$ cat src/rtl/io_pkg.sv
// Shared I/O window constants for the memory-mapped peripherals.
// Timer control/status bit positions live here too.
package io_pkg;
  localparam logic [31:0] ADDR_HEX  = 32'hF000_0000;
  localparam logic [31:0] ADDR_LEDR = 32'hF000_0004;
  localparam logic [31:0] ADDR_LEDG = 32'hF000_0008;
  localparam logic [31:0] ADDR_KEY  = 32'hF000_0010;
  localparam logic [31:0] ADDR_SW   = 32'hF000_0014;
  localparam logic [31:0] ADDR_TCNT = 32'hF000_0020;
  localparam logic [31:0] ADDR_TLIM = 32'hF000_0024;
  localparam logic [31:0] ADDR_TCTL = 32'hF000_0028;

  localparam int TCTL_READY = 0;
  localparam int TCTL_IE    = 1;
  localparam int TCTL_OVR   = 2;
endpackage

$ cat src/rtl/io_timer_if.sv
// Data-memory stage to timer bus: address, store strobe/data,
// and the read data, hit and interrupt returned by the timer.
interface io_timer_if #(
  parameter int DBITS = 32
);
  logic [DBITS-1:0] addr;
  logic             wrtEn;
  logic [DBITS-1:0] dIn;
  logic [DBITS-1:0] dOut;
  logic             hit;
  logic             irq;

  modport master (
    output addr, wrtEn, dIn,
    input  dOut, hit, irq
  );

  modport slave (
    input  addr, wrtEn, dIn,
    output dOut, hit, irq
  );
endinterface

$ cat src/rtl/io_timer_tick_gen.sv
// Prescaler: one-cycle tick every CLK_DIV clocks.
// clr restarts the count so the next tick is CLK_DIV cycles away.
module tick_gen #(
  parameter int CLK_DIV = 10000
) (
  input  logic clk,
  input  logic reset,
  input  logic clr,
  output logic tick
);
  localparam int W = (CLK_DIV > 1) ? $clog2(CLK_DIV) : 1;
  localparam logic [W-1:0] LAST = W'(CLK_DIV - 1);

  logic [W-1:0] pre;

  assign tick = (pre == LAST);

  always_ff @(posedge clk or posedge reset) begin
    if (reset) begin
      pre <= '0;
    end else if (clr || tick) begin
      pre <= '0;
    end else begin
      pre <= pre + W'(1);
    end
  end
endmodule

$ cat src/rtl/io_timer.sv
// Interval timer on the I/O window: TCNT counts prescaled ticks,
// wraps at TLIM and raises a sticky ready flag with overrun.
module io_timer
  import io_pkg::*;
#(
  parameter int               DBITS     = 32,
  parameter int               CLK_DIV   = 10000,
  parameter logic [DBITS-1:0] ADDR_TCNT = io_pkg::ADDR_TCNT,
  parameter logic [DBITS-1:0] ADDR_TLIM = io_pkg::ADDR_TLIM,
  parameter logic [DBITS-1:0] ADDR_TCTL = io_pkg::ADDR_TCTL
) (
  input  logic     clk,
  input  logic     reset,
  io_timer_if.slave bus
);
  logic [DBITS-1:0] tcnt;
  logic [DBITS-1:0] tlim;
  logic             ready;
  logic             ie;
  logic             ovr;
  logic             tick;

  logic hit_cnt, hit_lim, hit_ctl;
  logic wr_cnt, wr_lim, wr_ctl;
  logic wrap, clr_rdy, clr_ovr, set_ovr;

  assign hit_cnt = (bus.addr == ADDR_TCNT);
  assign hit_lim = (bus.addr == ADDR_TLIM);
  assign hit_ctl = (bus.addr == ADDR_TCTL);
  assign bus.hit = hit_cnt | hit_lim | hit_ctl;

  assign wr_cnt = bus.wrtEn & hit_cnt;
  assign wr_lim = bus.wrtEn & hit_lim;
  assign wr_ctl = bus.wrtEn & hit_ctl;

  assign clr_rdy = wr_ctl & ~bus.dIn[TCTL_READY];
  assign clr_ovr = wr_ctl & ~bus.dIn[TCTL_OVR];

  // A TCNT store swallows a coincident tick, wrap included.
  assign wrap = tick & ~wr_cnt & (tlim != '0)
              & (tcnt >= tlim - DBITS'(1));
  // Acknowledging ready in the wrap cycle consumes the old event.
  assign set_ovr = wrap & ready & ~clr_rdy;

  assign bus.irq = ready & ie;

  tick_gen #(
    .CLK_DIV(CLK_DIV)
  ) u_tick (
    .clk  (clk),
    .reset(reset),
    .clr  (wr_cnt),
    .tick (tick)
  );

  always_ff @(posedge clk or posedge reset) begin
    if (reset) begin
      tcnt  <= '0;
      tlim  <= '0;
      ready <= 1'b0;
      ie    <= 1'b0;
      ovr   <= 1'b0;
    end else begin
      if (wr_cnt) begin
        tcnt <= bus.dIn;
      end else if (wrap) begin
        tcnt <= '0;
      end else if (tick) begin
        tcnt <= tcnt + DBITS'(1);
      end

      if (wr_lim) tlim <= bus.dIn;
      if (wr_ctl) ie <= bus.dIn[TCTL_IE];

      if (wrap) begin
        ready <= 1'b1;
      end else if (clr_rdy) begin
        ready <= 1'b0;
      end

      if (set_ovr) begin
        ovr <= 1'b1;
      end else if (clr_ovr) begin
        ovr <= 1'b0;
      end
    end
  end

  always_comb begin
    bus.dOut = '0;
    unique case (1'b1)
      hit_cnt: bus.dOut = tcnt;
      hit_lim: bus.dOut = tlim;
      hit_ctl: begin
        bus.dOut[TCTL_READY] = ready;
        bus.dOut[TCTL_IE]    = ie;
        bus.dOut[TCTL_OVR]   = ovr;
      end
      default: bus.dOut = '0;
    endcase
  end
endmodule

$ cat src/flat_wrapper.sv
// flat-port wrapper written by rule: the top's interface ports become plain ports
module io_timer_flat import io_pkg::*;
#(
  parameter int               DBITS     = 32,
  parameter int               CLK_DIV   = 10000,
  parameter logic [DBITS-1:0] ADDR_TCNT = io_pkg::ADDR_TCNT,
  parameter logic [DBITS-1:0] ADDR_TLIM = io_pkg::ADDR_TLIM,
  parameter logic [DBITS-1:0] ADDR_TCTL = io_pkg::ADDR_TCTL
)
  (clk, reset, bus_addr, bus_wrtEn, bus_dIn, bus_dOut, bus_hit, bus_irq);
  io_timer_if #(.DBITS(DBITS)) bus_i ();
  input  logic clk;
  input  logic reset;
  input wire logic [$bits(bus_i.addr)-1:0] bus_addr;
  input wire logic [$bits(bus_i.wrtEn)-1:0] bus_wrtEn;
  input wire logic [$bits(bus_i.dIn)-1:0] bus_dIn;
  output wire logic [$bits(bus_i.dOut)-1:0] bus_dOut;
  output wire logic [$bits(bus_i.hit)-1:0] bus_hit;
  output wire logic [$bits(bus_i.irq)-1:0] bus_irq;
  assign bus_i.addr = bus_addr;
  assign bus_i.wrtEn = bus_wrtEn;
  assign bus_i.dIn = bus_dIn;
  assign bus_dOut = bus_i.dOut;
  assign bus_hit = bus_i.hit;
  assign bus_irq = bus_i.irq;
  io_timer #(.DBITS(DBITS), .CLK_DIV(CLK_DIV), .ADDR_TCNT(ADDR_TCNT), .ADDR_TLIM(ADDR_TLIM), .ADDR_TCTL(ADDR_TCTL)) u_core (.clk(clk), .reset(reset), .bus(bus_i));
endmodule
$ cat config.mk
export PLATFORM = sky130hd
export DESIGN_NAME = io_timer_flat
export DESIGN_NICKNAME = d
export VERILOG_FILES = /design/src/rtl/io_pkg.sv /design/src/rtl/io_timer_if.sv /design/src/rtl/io_timer_tick_gen.sv /design/src/rtl/io_timer.sv /design/src/flat_wrapper.sv
export SDC_FILE = /design/constraint.sdc
export NUM_CORES = 1
export LEC_CHECK = 0
export CAP_MARGIN = 20
export CORE_MARGIN = 2
export CORE_UTILIZATION = 30
export DETAILED_ROUTE_END_ITERATION = 8
export PLACE_DENSITY = 0.49
export REMOVE_ABC_BUFFERS = 1
export SETUP_SLACK_MARGIN = 0.1
export SLEW_MARGIN = 20
export SYNTH_ARGS = -nofsm -noshare
export SYNTH_HDL_FRONTEND = slang
export SYNTH_HIERARCHICAL = 1
export SYNTH_SLANG_ARGS = --single-unit
$ cat constraint.sdc
create_clock -name clk -period 4.2 [get_ports clk]
set_input_delay 1.05 -clock clk [delete_from_list [all_inputs] [get_ports clk]]
set_output_delay 1.05 -clock clk [all_outputs]
set_load 0.02 [all_outputs]
---- After elaboration in Yosys (flattened, before gate mapping) ----
Cells that the tools add are included.
operators by class
  $add $sub $neg .......................... 3
  bitwise logic cells ..................... 17
  order comparisons ....................... 1
  reductions and logical operators ........ 5
  mux-type cells .......................... 10
  eq/ne operators ......................... 4
operators by type and width
  kind                     count
  $eq A32 B32 Y1 const B   3
  $mux W32                 3
  $pmux W29 S2             1
  $add A32 B1 Y32 const B  1
  $ge A32 B32 Y1           1
  $reduce_bool A32 Y1      1
  $sub A32 B1 Y32 const B  1
  $add A14 B1 Y14 const B  1
  $eq A14 B14 Y1 const B   1
  $mux W14                 1
  $and A1 B1 Y1            11
  $pmux W3 S3              1
  $mux W1                  4
  $not A1 Y1               4
  $reduce_bool A2 Y1       2
  $reduce_bool A3 Y1       1
  $or A1 B1 Y1             2
  $logic_or A1 B1 Y1       1
word-level totals
  output and inout bits ................... 34
  input bits .............................. 67
  register bits after elaboration ......... 81
  word-level logic and storage cells ...... 46

---- Longest topological paths before layout ----
  depth after elaboration ................. 9
  mapped depth ............................ 17
  depth with buffers taken out ............ 16

---- Cells and area by module ----
The synthesis kept the hierarchy.
by module, submodules not included
  module    area each (sq um)  cells an instance  times used
  io_timer  4954.8             552                1
  tick_gen  725.7              71                 1

---- Worst setup path after synthesis ----
Ideal clock, no wire load.
  path type ............................... register to register
  start point ............................. reg u_core.tlim[6]
  end point ............................... reg u_core.tcnt[7]
  cell stages (with the launch flop) ...... 17
  setup slack ............................. 0.076 ns
  clock period less this slack ............ 4.124 ns
  arrival ................................. 3.997 ns
  buffers on the path ..................... 1
  path through ............................ dfrtp_1 > or4_4 > nor3_1 > nand2b_1 > nor3b_1 > nand2_1 > nor3_1 > xnor2_1 > ha_1 > nand4_1 > nor4_1 > o41ai_1 > a41oi_2 > clkbuf_1 > o21ai_0 > a221oi_1 > nor2_1
on the way
  cells in the longest elaborated chain, start to end .. 5
ends and longest elaborated chain
  element                                                        line                            RTL
  start: declaration                                             io_timer.sv:17                  logic [DBITS-1:0] tlim;
  start signal: assignment                                       io_timer.sv:72                  if (wr_lim) tlim <= bus.dIn;
  $sub A32 B1 Y32 / $reduce_bool A32 Y1 (equally long branches)  io_timer.sv:41, io_timer.sv:40
  $ge A32 B32 Y1 / $and A1 B1 Y1 (equally long branches)         io_timer.sv:41, io_timer.sv:40
  $and A1 B1 Y1 (*)                                              io_timer.sv:41                  & (tcnt >= tlim - DBITS'(1));
  $mux W32                                                       io_timer.sv:66                  end else if (wrap) begin
  $mux W32                                                       io_timer.sv:64                  if (wr_cnt) begin
  end signal: assignment                                         io_timer.sv:65                  tcnt <= bus.dIn;
  end signal: assignment                                         io_timer.sv:69                  tcnt <= tcnt + DBITS'(1);
  end: declaration                                               io_timer.sv:16                  logic [DBITS-1:0] tcnt;
Every way passes the cells marked *; elsewhere a longest branch is shown, timed or not.
A chain may end at the register's enable or synchronous reset.

---- Final worst setup path ----
  start point ............................. reg u_core.tlim[5]
  end point ............................... reg u_core.tcnt[22]
Same word-level chain as after synthesis.

==> impl_results.html <==
<table>
<tr><th>Metric</th><th>Value</th></tr>
<tr><th colspan="2">Critical path</th></tr>
<tr><td>CP Data Arrival Time</td><td>4.38 ns</td></tr>
<tr><td>Top cell family by delay on the critical path</td><td>simple AND/OR/NAND/NOR gates</td></tr>
<tr><td>Kind of end point of the critical path</td><td>register</td></tr>
<tr><td>WS Path Type</td><td>register to register</td></tr>
<tr><td>Worst Path Max Fanout</td><td>7</td></tr>
<tr><td>Worst path cell trace</td><td>or4_4, nor3_2, buf_4, nand2b_4, nor3b_4, buf_4, nand2_2, xor2_1, ha_1, a21oi_1, o21ai_1, a221oi_2, a41oi_2, buf_6, nand2b_4, or4_1, a31oi_1</td></tr>
<tr><td>Critical Path Source Type</td><td>register</td></tr>
<tr><td>Maximum cell stage delay along the critical path</td><td>0.59 ns</td></tr>
<tr><td>Highest-delay cell along the critical path</td><td>or4_4</td></tr>
<tr><td>Worst endpoint required time</td><td>4.46 ns</td></tr>
<tr><td>Crit path buffers/inverters</td><td>3</td></tr>
<tr><th colspan="2">Timing</th></tr>
<tr><td>Number of pins with negative max-slew slack in the final report</td><td>0</td></tr>
<tr><td>Fin crit share</td><td>98.0%</td></tr>
<tr><td>Setup violators final</td><td>0</td></tr>
<tr><td>Unrepaired setup endpoints after global routing</td><td>true</td></tr>
<tr><td>Transition time at the pin with the least slew margin</td><td>0.859 ns</td></tr>
<tr><td>Skew final</td><td>0.00743 ns</td></tr>
<tr><td>Final Hold Violating Endpoints</td><td>0</td></tr>
<tr><td>Max Clk Rate</td><td>243 MHz</td></tr>
<tr><td>Headroom to the max-slew limit</td><td>42.3%</td></tr>
<tr><td>Crit path time final</td><td>4.12 ns</td></tr>
<tr><th colspan="2">Floorplanning</th></tr>
<tr><td>Initial core utilization</td><td>30.5%</td></tr>
<tr><td>Height of the die</td><td>142 um</td></tr>
<tr><td>Number of placement rows</td><td>50</td></tr>
<tr><td>Total Die Area</td><td>20100 sq um</td></tr>
<tr><td>Area inside the core boundary</td><td>18600 sq um</td></tr>
<tr><td>Ports placed on the boundary</td><td>101</td></tr>
<tr><td>Floorplan die width</td><td>142 um</td></tr>
<tr><th colspan="2">Final layout</th></tr>
<tr><td>Final net count</td><td>897</td></tr>
<tr><td>Fraction of final layout cells sized beyond drive strength 1</td><td>29.2%</td></tr>
<tr><td>Number of antenna cells inserted</td><td>0</td></tr>
<tr><td>Number of standard cells in the final layout excluding fillers</td><td>1033</td></tr>
<tr><td>Syn-to-layout area delta</td><td>44.8%</td></tr>
<tr><td>Final design instance area without fill</td><td>8230 sq um</td></tr>
<tr><th colspan="2">CTS</th></tr>
<tr><td>Clock Pin Slew Worst Setup and Hold Paths</td><td>0.07 ns</td></tr>
<tr><td># clock sinks</td><td>81</td></tr>
<tr><td>CTS Root Buffer Type</td><td>clkbuf_16</td></tr>
<tr><td>CTS Buffer Depth</td><td>2</td></tr>
<tr><td>Worst-skew pair later-pin latency</td><td>0.35 ns</td></tr>
<tr><td>H-tree level count</td><td>3</td></tr>
<tr><td>Hold_buf cts</td><td>0</td></tr>
<tr><td>TritonCTS clock tree</td><td>yes</td></tr>
<tr><td>Number of buffers created by CTS</td><td>9</td></tr>
<tr><th colspan="2">Yosys</th></tr>
<tr><td>Top cells by count, synth</td><td>dfrtp_1 (81), nor2_1 (71), nand2_1 (49)</td></tr>
<tr><td>Share of synthesized area occupied by flip-flops and latches</td><td>35.7%</td></tr>
<tr><td>Post-synthesis register bit count</td><td>81</td></tr>
<tr><td>Syn Inst Count</td><td>623</td></tr>
<tr><td>Total of warnings raised by yosys</td><td>6</td></tr>
<tr><td>Share of synthesized flip-flops with an asynchronous set or reset</td><td>100%</td></tr>
<tr><td>Area share of the largest cell type after synthesis</td><td>35.7%</td></tr>
<tr><td>Cells taking the most area after synthesis</td><td>dfrtp_1 (36%), ha_1 (7.9%), mux2_2 (6.3%), xnor2_1 (4.9%), nor2_1 (4.7%)</td></tr>
<tr><td>Distinct cell type count of the synthesized netlist</td><td>56</td></tr>
<tr><td>Biggest area consumer among synthesized cells</td><td>dfrtp_1</td></tr>
<tr><td>EDFF count, synth</td><td>0</td></tr>
<tr><td>Most frequently used cell type in the post-synthesis netlist</td><td>dfrtp_1</td></tr>
<tr><td>Synthesized area per cell</td><td>9.12 sq um</td></tr>
<tr><td>Synth Flop Type</td><td>dfrtp_1</td></tr>
<tr><td>Syn Std Cell Area</td><td>5680 sq um</td></tr>
<tr><th colspan="2">Detailed routing</th></tr>
<tr><td>Count of antenna-violating nets left after detailed routing</td><td>0</td></tr>
<tr><td>Detailed-route via count</td><td>5546</td></tr>
<tr><td>Routed wire length per instance</td><td>18.5 um</td></tr>
<tr><td>WL final</td><td>19100 um</td></tr>
<tr><td>DRC Markers</td><td>0</td></tr>
<tr><td>Iteration-0 DRC Markers</td><td>261</td></tr>
<tr><td>Number of iterations in the first detailed-routing pass</td><td>4</td></tr>
<tr><td>Vias per inst</td><td>5.37</td></tr>
<tr><th colspan="2">Pwr</th></tr>
<tr><td>Maximum VDD drop</td><td>178 uV</td></tr>
<tr><td>Power density cells</td><td>201 nW/um^2</td></tr>
<tr><td>Leakage</td><td>0.00359 uW</td></tr>
<tr><th colspan="2">Min path</th></tr>
<tr><td>Hold crit path type</td><td>register to register</td></tr>
<tr><th colspan="2">Global route</th></tr>
<tr><td>Residual overflow from global routing</td><td>0</td></tr>
<tr><td>First-pass GRT wire length</td><td>29900 um</td></tr>
<tr><td>Initial antenna violation count</td><td>0</td></tr>
<tr><td>Vias in the first global route</td><td>5653</td></tr>
<tr><td>Largest net degree at the start of global routing</td><td>39</td></tr>
<tr><td>Total routing usage reported by global routing</td><td>19.1%</td></tr>
<tr><th colspan="2">Placement</th></tr>
<tr><td>Placed cell count</td><td>991</td></tr>
<tr><td>Post-place instance area</td><td>7380 sq um</td></tr>
<tr><td>HPWL after detailed placement</td><td>13200 um</td></tr>
<tr><td>Weighted congestion at the end of routability-driven global placement</td><td>0.814</td></tr>
<tr><td>Total of buffers placed on input and output ports</td><td>100</td></tr>
<tr><th colspan="2">Run status</th></tr>
<tr><td>Result of the run</td><td>completed</td></tr>
<tr><th colspan="2">Job</th></tr>
<tr><td>MaxCap Viol Count</td><td>0</td></tr>
</table>
==> worst paths after layout <==
check,start,end,slack (ns),cells after the start
max in group asynchronous,reset,u_core/tlim[7],2.37,3
min,u_core/u_tick/pre[0],u_core/u_tick/pre[0],0.51,1
max,u_core/tlim[5],u_core/tcnt[22],0.08,17
max reg2reg,u_core/tlim[5],u_core/tcnt[22],0.08,17
min reg2reg,u_core/u_tick/pre[0],u_core/u_tick/pre[0],0.51,1
min in group asynchronous,reset,u_core/u_tick/pre[8],1.09,2
==> registers in the layout, indices dropped and copies added, names as in the netlist <==
register,count
u_core/tlim,32
u_core/ovr,1
u_core/u_tick/pre,14
u_core/ie,1
u_core/tcnt,32
u_core/ready,1
==> through the flow <==
stage               hold slack (ns)  setup WS, ns  TNS [ns]  util, %  power [uW]
global route                  0.553       -0.0638    -0.252     44.1        1710
detailed placement            0.508        -0.489    -16.24     39.6         892
CTS                           0.518        0.0753         0     42.7        1670
floorplan                     0.470         -1.68   -107.52        -         811
finish                        0.513        0.0826         0     44.1        1650
global placement              0.500        -0.387    -15.34     39.6         891
==> area by class of cell <==
cell class	instances	area, sq um
Clock inverter	6	48.8
Timing Repair Buffer	186	1710
Tap cell	234	293
Inverter	17	66.3
Fill cell	1806	10400
Multi-Input combinational cell	499	3840
Sequential cell	81	2030
Clock buffer	10	239
==> power by group <==
| group | total, uW | internal, uW | switching, uW | leakage (uW) |
|---|---|---|---|---|
| combinational | 96.1 | 56.3 | 39.7 | 0.00249 |
| clock | 776 | 422 | 354 | 0.000132 |
| sequential | 780 | 780 | 0.000499 | 0.000965 |
==> layer usage <==
metal | track usage (%) | wire (um) | vias to the layer above
li1 | - | - | 2645
met1 | 25.6 | 8930 | 2753
met2 | 31.6 | 8910 | 131
met3 | 2.77 | 947 | 17
met4 | 7.00 | 335 | 0
met5 | 0 | 0 | -
==> logic make-up after synthesis <==
family	synth area share [%]
flops	35.7
compound gates	14.2
fa+ha+maj	7.93
simple gates	24.1
buf+inv	3.24
mux	6.87
xor+xnor	8.02
==> cells in the final DEF (no fill, tap or decap), types with 18 or more instances in the layout <==
cell type,n
nor2_1,69
mux2_2,32
buf_4,63
nand2_1,46
clkdlybuf4s50_1,51
buf_2,24
a21oi_1,21
buf_6,18
o21ai_0,21
xnor2_1,32
a22o_1,27
nand3_1,19
dfrtp_1,81
ha_1,35
nand4_1,21
xor2_1,20
==> timing repair <==
| item | CTS | global route |
|---|---|---|
| buffers inserted | 17 | 6 |
| gates cloned | 4 | 0 |
| hold endpoints to repair | 0 | 0 |
| setup endpoints to repair | 67 | 63 |
| pin swaps | 36 | 32 |
| gates resized for setup | 188 | 61 |
(Power assumes the default switching activity.)
